[config.mk]
export PLATFORM = sky130hd
export DESIGN_NAME = disp_mode_ctrl
export DESIGN_NICKNAME = d
export VERILOG_FILES = /design/src/rtl/disp_mode_ctrl_pkg.sv /design/src/rtl/disp_mode_ctrl_blink_gen.sv /design/src/rtl/disp_mode_ctrl.sv
export SDC_FILE = /design/constraint.sdc
export NUM_CORES = 1
export LEC_CHECK = 0
export ABC_AREA = 1
export CAP_MARGIN = 25
export CORE_MARGIN = 4
export CORE_UTILIZATION = 43
export CTS_CLUSTER_DIAMETER = 150
export DETAILED_ROUTE_END_ITERATION = 8
export PLACE_DENSITY = 0.85
export SLEW_MARGIN = 40
export SYNTH_ARGS = -nofsm -noshare
export SYNTH_HDL_FRONTEND = slang
export SYNTH_SLANG_ARGS = --single-unit
[constraint.sdc]
create_clock -name clk -period 2.2 [get_ports clk]
set_clock_uncertainty 0.15 [all_clocks]
set_input_delay 0.33 -clock clk [delete_from_list [all_inputs] [get_ports clk]]
set_output_delay 0.33 -clock clk [all_outputs]
set_load 0.05 [all_outputs]
[src/rtl/disp_mode_ctrl_pkg.sv]
// -----------------------------------------------------------------------------
// disp_mode_ctrl_pkg
// Shared types and constants for the display mode controller.
//   disp_state_e : controller FSM states
//   VIEW_*       : codes driven on the 'view' output
//   DASH_CODE    : digit code the scan driver renders as a dash
//   view_of()    : view code shown for a given state
//   is_edit()    : true in either edit state
// -----------------------------------------------------------------------------
package disp_mode_ctrl_pkg;

  typedef enum logic [2:0] {
    SHOW_TIME  = 3'd0,
    SHOW_ALARM = 3'd1,
    SHOW_SW    = 3'd2,
    EDIT_TIME  = 3'd3,
    EDIT_ALARM = 3'd4
  } disp_state_e;

  localparam logic [1:0] VIEW_TIME  = 2'd0;
  localparam logic [1:0] VIEW_ALARM = 2'd1;
  localparam logic [1:0] VIEW_SW    = 2'd2;

  localparam logic [3:0] DASH_CODE = 4'hF;

  function automatic logic [1:0] view_of(input disp_state_e s);
    logic [1:0] v;
    case (s)
      SHOW_ALARM, EDIT_ALARM: v = VIEW_ALARM;
      SHOW_SW:                v = VIEW_SW;
      default:                v = VIEW_TIME;
    endcase
    return v;
  endfunction

  function automatic logic is_edit(input disp_state_e s);
    return (s == EDIT_TIME) || (s == EDIT_ALARM);
  endfunction

endpackage

[src/rtl/disp_mode_ctrl_blink_gen.sv]
// -----------------------------------------------------------------------------
// blink_gen
// Blink phase generator for the digit being edited. While en is high the
// counter runs 0..BLINK_HALF and the phase bit toggles each time it wraps,
// i.e. every BLINK_HALF+1 cycles. clr (or en low) restarts with phase 0.
// Ports:
//   clk   in  system clock
//   rst   in  synchronous active-high reset
//   clr   in  restart counter and phase
//   en    in  count enable
//   phase out current blink phase (1 = digit hidden)
// -----------------------------------------------------------------------------
module blink_gen #(
  parameter int BLINK_HALF = 12499999
) (
  input  logic clk,
  input  logic rst,
  input  logic clr,
  input  logic en,
  output logic phase
);

  localparam int CW = (BLINK_HALF > 0) ? $clog2(BLINK_HALF + 1) : 1;
  localparam logic [CW-1:0] HALF_V = CW'(BLINK_HALF);

  logic [CW-1:0] cnt;

  always_ff @(posedge clk) begin
    if (rst || clr || !en) begin
      cnt   <= '0;
      phase <= 1'b0;
    end else if (cnt == HALF_V) begin
      cnt   <= '0;
      phase <= ~phase;
    end else begin
      cnt <= cnt + CW'(1);
    end
  end

endmodule

[src/rtl/disp_mode_ctrl.sv]
// -----------------------------------------------------------------------------
// disp_mode_ctrl
// Display mode controller for a clock/alarm/stopwatch display. Buttons cycle
// the view or edit time/alarm digits; the edited digit blinks.
// Optional feature: define DISP_TIMEOUT_EN to return to SHOW_TIME after
// TIMEOUT+1 cycles without a button press.
// Ports:
//   clk, rst                 clock, synchronous active-high reset
//   btn_mode/btn_set/btn_up  one-cycle button pulses (priority mode>set>up)
//   time_dig/alarm_dig/sw_dig 16-bit BCD digit sources, [15:12] leftmost
//   data1..data4             registered digit codes, data1 leftmost
//   view                     0 TIME, 1 ALARM, 2 SW
//   edit_active              registered, high in an edit state
//   inc_time/inc_alarm       one-cycle increment requests, qualified by inc_pos
//   dbg_state                current FSM state for observation
// Handshake: buttons are fire-and-forget pulses with no ready; inc_* pulses
// are single-cycle requests the consumer must accept unconditionally.
// -----------------------------------------------------------------------------
module disp_mode_ctrl
  import disp_mode_ctrl_pkg::*;
#(
  parameter int BLINK_HALF = 12499999,
  parameter int TIMEOUT    = 499999999
) (
  input  logic        clk,
  input  logic        rst,
  input  logic        btn_mode,
  input  logic        btn_set,
  input  logic        btn_up,
  input  logic [15:0] time_dig,
  input  logic [15:0] alarm_dig,
  input  logic [15:0] sw_dig,
  output logic [3:0]  data1,
  output logic [3:0]  data2,
  output logic [3:0]  data3,
  output logic [3:0]  data4,
  output logic [1:0]  view,
  output logic        edit_active,
  output logic        inc_time,
  output logic        inc_alarm,
  output logic [1:0]  inc_pos,
  output disp_state_e dbg_state
);

  disp_state_e state_q, state_d;
  logic [1:0]  pos_q, pos_d;
  logic        inc_t_d, inc_a_d;
  logic        any_btn;
  logic        timeout_hit;
  logic        blink_clr;
  logic        blink_phase;
  logic        blank;
  logic [15:0] src;

  assign any_btn   = btn_mode | btn_set | btn_up;
  assign dbg_state = state_q;

`ifdef DISP_TIMEOUT_EN
  localparam int IW = (TIMEOUT > 0) ? $clog2(TIMEOUT + 1) : 1;
  localparam logic [IW-1:0] TIMEOUT_V = IW'(TIMEOUT);

  logic [IW-1:0] idle_q;

  // Button wins over a timeout landing in the same cycle.
  assign timeout_hit = (idle_q == TIMEOUT_V) && (state_q != SHOW_TIME) && !any_btn;

  always_ff @(posedge clk) begin
    if (rst || any_btn || (state_d == SHOW_TIME)) begin
      idle_q <= '0;
    end else begin
      idle_q <= idle_q + IW'(1);
    end
  end
`else
  assign timeout_hit = 1'b0;
`endif

  // Next-state logic; the button chain gives mode > set > up.
  always_comb begin
    state_d = state_q;
    pos_d   = pos_q;
    inc_t_d = 1'b0;
    inc_a_d = 1'b0;
    case (state_q)
      SHOW_TIME: begin
        if (btn_mode) begin
          state_d = SHOW_ALARM;
        end else if (btn_set) begin
          state_d = EDIT_TIME;
          pos_d   = 2'd0;
        end
      end
      SHOW_ALARM: begin
        if (btn_mode) begin
          state_d = SHOW_SW;
        end else if (btn_set) begin
          state_d = EDIT_ALARM;
          pos_d   = 2'd0;
        end
      end
      SHOW_SW: begin
        if (btn_mode) begin
          state_d = SHOW_TIME;
        end
      end
      EDIT_TIME, EDIT_ALARM: begin
        if (btn_mode) begin
          state_d = (state_q == EDIT_TIME) ? SHOW_TIME : SHOW_ALARM;
        end else if (btn_set) begin
          if (pos_q == 2'd3) begin
            state_d = (state_q == EDIT_TIME) ? SHOW_TIME : SHOW_ALARM;
          end else begin
            pos_d = pos_q + 2'd1;
          end
        end else if (btn_up) begin
          inc_t_d = (state_q == EDIT_TIME);
          inc_a_d = (state_q == EDIT_ALARM);
        end
      end
      default: begin
        state_d = SHOW_TIME;
      end
    endcase
    if (timeout_hit) begin
      state_d = SHOW_TIME;
      pos_d   = 2'd0;
    end
  end

  always_ff @(posedge clk) begin
    if (rst) begin
      state_q <= SHOW_TIME;
      pos_q   <= 2'd0;
    end else begin
      state_q <= state_d;
      pos_q   <= pos_d;
    end
  end

  assign blink_clr = any_btn || (is_edit(state_d) && !is_edit(state_q));

  blink_gen #(
    .BLINK_HALF (BLINK_HALF)
  ) u_blink (
    .clk   (clk),
    .rst   (rst),
    .clr   (blink_clr),
    .en    (is_edit(state_q)),
    .phase (blink_phase)
  );

  // Outputs are built from the next state so they line up with the state
  // register. A press forces the digit visible in the same update.
  always_comb begin
    case (view_of(state_d))
      VIEW_ALARM: src = alarm_dig;
      VIEW_SW:    src = sw_dig;
      default:    src = time_dig;
    endcase
  end

  assign blank = is_edit(state_d) && blink_phase && !blink_clr;

  always_ff @(posedge clk) begin
    if (rst) begin
      data1       <= 4'd0;
      data2       <= 4'd0;
      data3       <= 4'd0;
      data4       <= 4'd0;
      view        <= VIEW_TIME;
      edit_active <= 1'b0;
      inc_time    <= 1'b0;
      inc_alarm   <= 1'b0;
      inc_pos     <= 2'd0;
    end else begin
      data1       <= (blank && pos_d == 2'd0) ? DASH_CODE : src[15:12];
      data2       <= (blank && pos_d == 2'd1) ? DASH_CODE : src[11:8];
      data3       <= (blank && pos_d == 2'd2) ? DASH_CODE : src[7:4];
      data4       <= (blank && pos_d == 2'd3) ? DASH_CODE : src[3:0];
      view        <= view_of(state_d);
      edit_active <= is_edit(state_d);
      inc_time    <= inc_t_d;
      inc_alarm   <= inc_a_d;
      inc_pos     <= pos_q;
    end
  end

endmodule

==> flow_summary_export.csv, run 1 <==
group,metric,value,unit
drt,wl_per_cell,15.2,microns
sta,slew_headroom,63.4,%
status,violations,"negative setup slack",
power_and_ir_drop,p_per_area,750,nW/um^2
clocking,cts_tree,"built",
global_route,antenna_found_initial,0,
critical_path,end_kind,"flip-flop",
yosys,synth_cell_types,38,
yosys,synth_nets,396,
status,status,"finished with violations",
critical_path,critPathMaxFanout,8,
drt,vias,2695,
global_route,grt_most_used_layer,"met2",
drt,drt_first_pass_iters,4,
yosys,ys_seq_area_share,39.3,%
sta,setup_tns,-0.488,ns
clocking,cts_buffer_depth,2,
critical_path,reg2reg_depth,11,
yosys,ys_ff_latch,53,
drt,wirelength,7810,microns
die,dieArea,7610,sq um
drt,drtAntennaViolNets,0,
die,io_pins,79,
global_route,grt_use_met1,20.8,%
placed_design,io_buffers,78,
clocking,clock_sinks,53,
finish,antennaDiodeCount,0,
global_route,met2_usage,37.3,%
clocking,clk_latency,0.31,ns
finish,area_growth,45.8,%
min_path,holdCritPathClass,"reg -> reg",
die,die_width,87.2,microns
die,std_cell_rows,28,
sta,min_period,2.29,ns
global_route,grt_pass1_vias,2762,
yosys,ys_warn_count,0,
min_path,hold_depth,1,
drt,drtIter0Drc,130,
die,die_h,87.2,microns
placed_design,gp_congestion,0.958,
yosys,synth_top_area_share,39.3,%
critical_path,reg2reg_to,"data3[0]",
yosys,synth_ff_type,"dfxtp_1",
finish,final_layout_size_suffix_gt1_share,21.8,%
sta,hold_viol,0,
finish,final_common_cell,"clkdlybuf4s50_1",
sta,slew_viol_final,0,
yosys,synth_top_area_cell,"dfxtp_1",
placed_design,dp.cells,496,
run,drv_cap,0,
yosys,synth_area,2700,sq um
yosys,synth_simple_gate_area_share,28.4,%
critical_path,crit_type,"reg -> reg",
yosys,syn_avg_cell_area,7.96,sq um
yosys,synthMuxAreaShare,5.93,%
clocking,root_buffer,"clkbuf_8",
finish,nFillCells,458,
global_route,grt_pass1_wl,12100,microns
global_route,track_usage,20.0,%
power_and_ir_drop,ir_worst_vdd,0.575,mV
global_route,grt_max_degree,21,
yosys,synthArstFlopShare,0,%
critical_path,reg2reg_from,"dbg_state[2]",
power_and_ir_drop,power_leakage,1.53,nW
yosys,synthAdderAreaFrac,1.85,%
sta,finalSetupViolCount,16,
critical_path,worst_ep_required_time,2.24,ns
yosys,syn_inst,339,
yosys,synthXorXnorAreaFrac,2.92,%
sta,fmax,436,MHz
yosys,synth_top_family_by_area,"simple AND/OR/NAND/NOR gates",
finish,fin_cells,515,
die,start_util,45.1,%
clocking,cts_buffers,5,
critical_path,start_kind,"flip-flop",
min_path,hold_end,"u_blink.cnt[0]",
drt,drt-vias-per-instance,5.23,
yosys,synth_edf_count,0,
critical_path,regToRegSetupSlack,-0.09,ns
sta,worst_pin_slew,0.547,ns
clocking,cts.clk_slew.worst_paths,0.09,ns
sta,setup_ws,-0.0926,ns
min_path,worstHoldStart,"u_blink.cnt[0]",
finish,most-common-layout-cells,"clkdlybuf4s50_1 (76), dfxtp_1 (48), inv_1 (35), nand2_1 (35), nor2_1 (35)",
sta,rsz0062_at_grt,"true",
clocking,htree_levels,2,
sta,fin_crit_sh,104,%
die,core-area,5990,sq um
critical_path,cp.arrival,2.33,ns
clocking,cts_hold_buf,0,
drt,drcViolationCount,0,
finish,final_util,65.7,%
global_route,overflow,0,
placed_design,dpl.hpwl,5480,microns
yosys,synth.area.top_cells,"dfxtp_1 (39%), mux2i_1 (5.9%), nor2_1 (5.6%), inv_1 (5.3%), nand2_1 (5.3%)",
yosys,synth_compound_area_share,13.7,%
global_route,use_met3,7.10,%
finish,nets,496,
## state kept, by name, indices dropped and copies added (netlist names)
signal / cells
pos_q: 2
view: 2
data3: 4
inc_time: 1
data2: 4
inc_pos: 2
inc_alarm: 1
u_blink.cnt: 24
data4: 4
data1: 4
u_blink.phase: 1
edit_active: 1
dbg_state: 3
## routing by layer
layer,share of wire (%),wire length (microns),vias to the layer above
met5,0,0,-
met4,2.5,196,0
met2,52,4040,106
met3,8.5,662,20
li1,-,-,1326
met1,37,2910,1243
## layout make-up
type / count / area (sq um) / share of cell area [%]
Multi-Input combinational cell: 233 / 1520 / 38.5
Sequential cell: 53 / 1070 / 27.3
Timing Repair Buffer: 104 / 1010 / 25.6
Inverter: 42 / 160 / 4.07
Tap cell: 75 / 93.8 / 2.38
Clock buffer: 7 / 76.3 / 1.94
Clock inverter: 1 / 7.51 / 0.191
## worst max path at each step
stage / cells past startpoint / to / slack [ns] / from
floorplan: 13 / data1[0] / -0.07 / dbg_state[2]
global placement: 14 / data3[1] / -0.39 / btn_set
detailed placement: 14 / data4[1] / -0.51 / btn_set
CTS: 12 / data4[1] / 0.01 / dbg_state[2]
global route: 11 / data1[0] / -0.14 / dbg_state[2]
finish: 11 / data3[0] / -0.09 / dbg_state[2]
## critical path, stage by stage (launching register included)
cell	delay, ns
dfxtp_4	0.38
inv_4	0.08
nand3_4	0.07
or2_4	0.24
nand2_1	0.14
nor2_4	0.06
a21oi_2	0.19
inv_2	0.07
ha_4	0.31
buf_12	0.14
mux2i_1	0.22
a21oi_1	0.11
## cell families after synthesis
group	after synthesis
muxes	16
xor gates and xnor gates	9
adders and majority gates	4
buffers and inverters	53
DFF	53
AOI/OAI and AO/OA	58
and+or+nand+nor	146
## repair_timing
| action | 4_1_cts | 5_1_grt |
|---|---|---|
| setup endpoints to repair | 16 | 18 |
| buffers inserted | 5 | 7 |
| pin swaps | 5 | 23 |
| cloned | 1 | 0 |
| gates resized for setup | 9 | 22 |
## through the flow
| step | power (mW) | hold WS, ns | cell area, sq um | worst slack, ns |
|---|---|---|---|---|
| floorplan | 1.86 | 0.291 | 2760 | -0.0681 |
| global placement | 2.19 | 0.308 | 3670 | -0.390 |
| detailed placement | 2.21 | 0.322 | 3670 | -0.514 |
| CTS | 2.88 | 0.341 | 3840 | 0.0106 |
| global route | 3.07 | 0.357 | 3940 | -0.139 |
| finish | 2.95 | 0.336 | 3940 | -0.0926 |
## synth_stat cells (7+ instances only)
cell type / n
mux2i_1: 16
inv_1: 38
a21oi_1: 27
nor2_1: 40
o21ai_0: 8
nor3_1: 7
nand3_1: 12
a22o_1: 16
xor2_1: 8
nand2_1: 38
nand2_2: 8
nand4_1: 14
dfxtp_1: 53
## power by group
part           internal (mW)  switching [mW]  total [mW]  leakage, nW
Combinational          0.622           0.696        1.32         1.05
Sequential              1.04          0.0425        1.08        0.434
Clock                  0.226           0.322       0.548       0.0385
Total                   1.89            1.06        2.95         1.53
Note: power is estimated with default switching activity, not from simulation.
==> inputs of run 2 (changes only) <==
ABC_CLOCK_PERIOD_IN_PS = 2200   (was unset)
==> results of run 2 <==
Same layout as run 1: the final DEF is identical, and so are final timing and power.
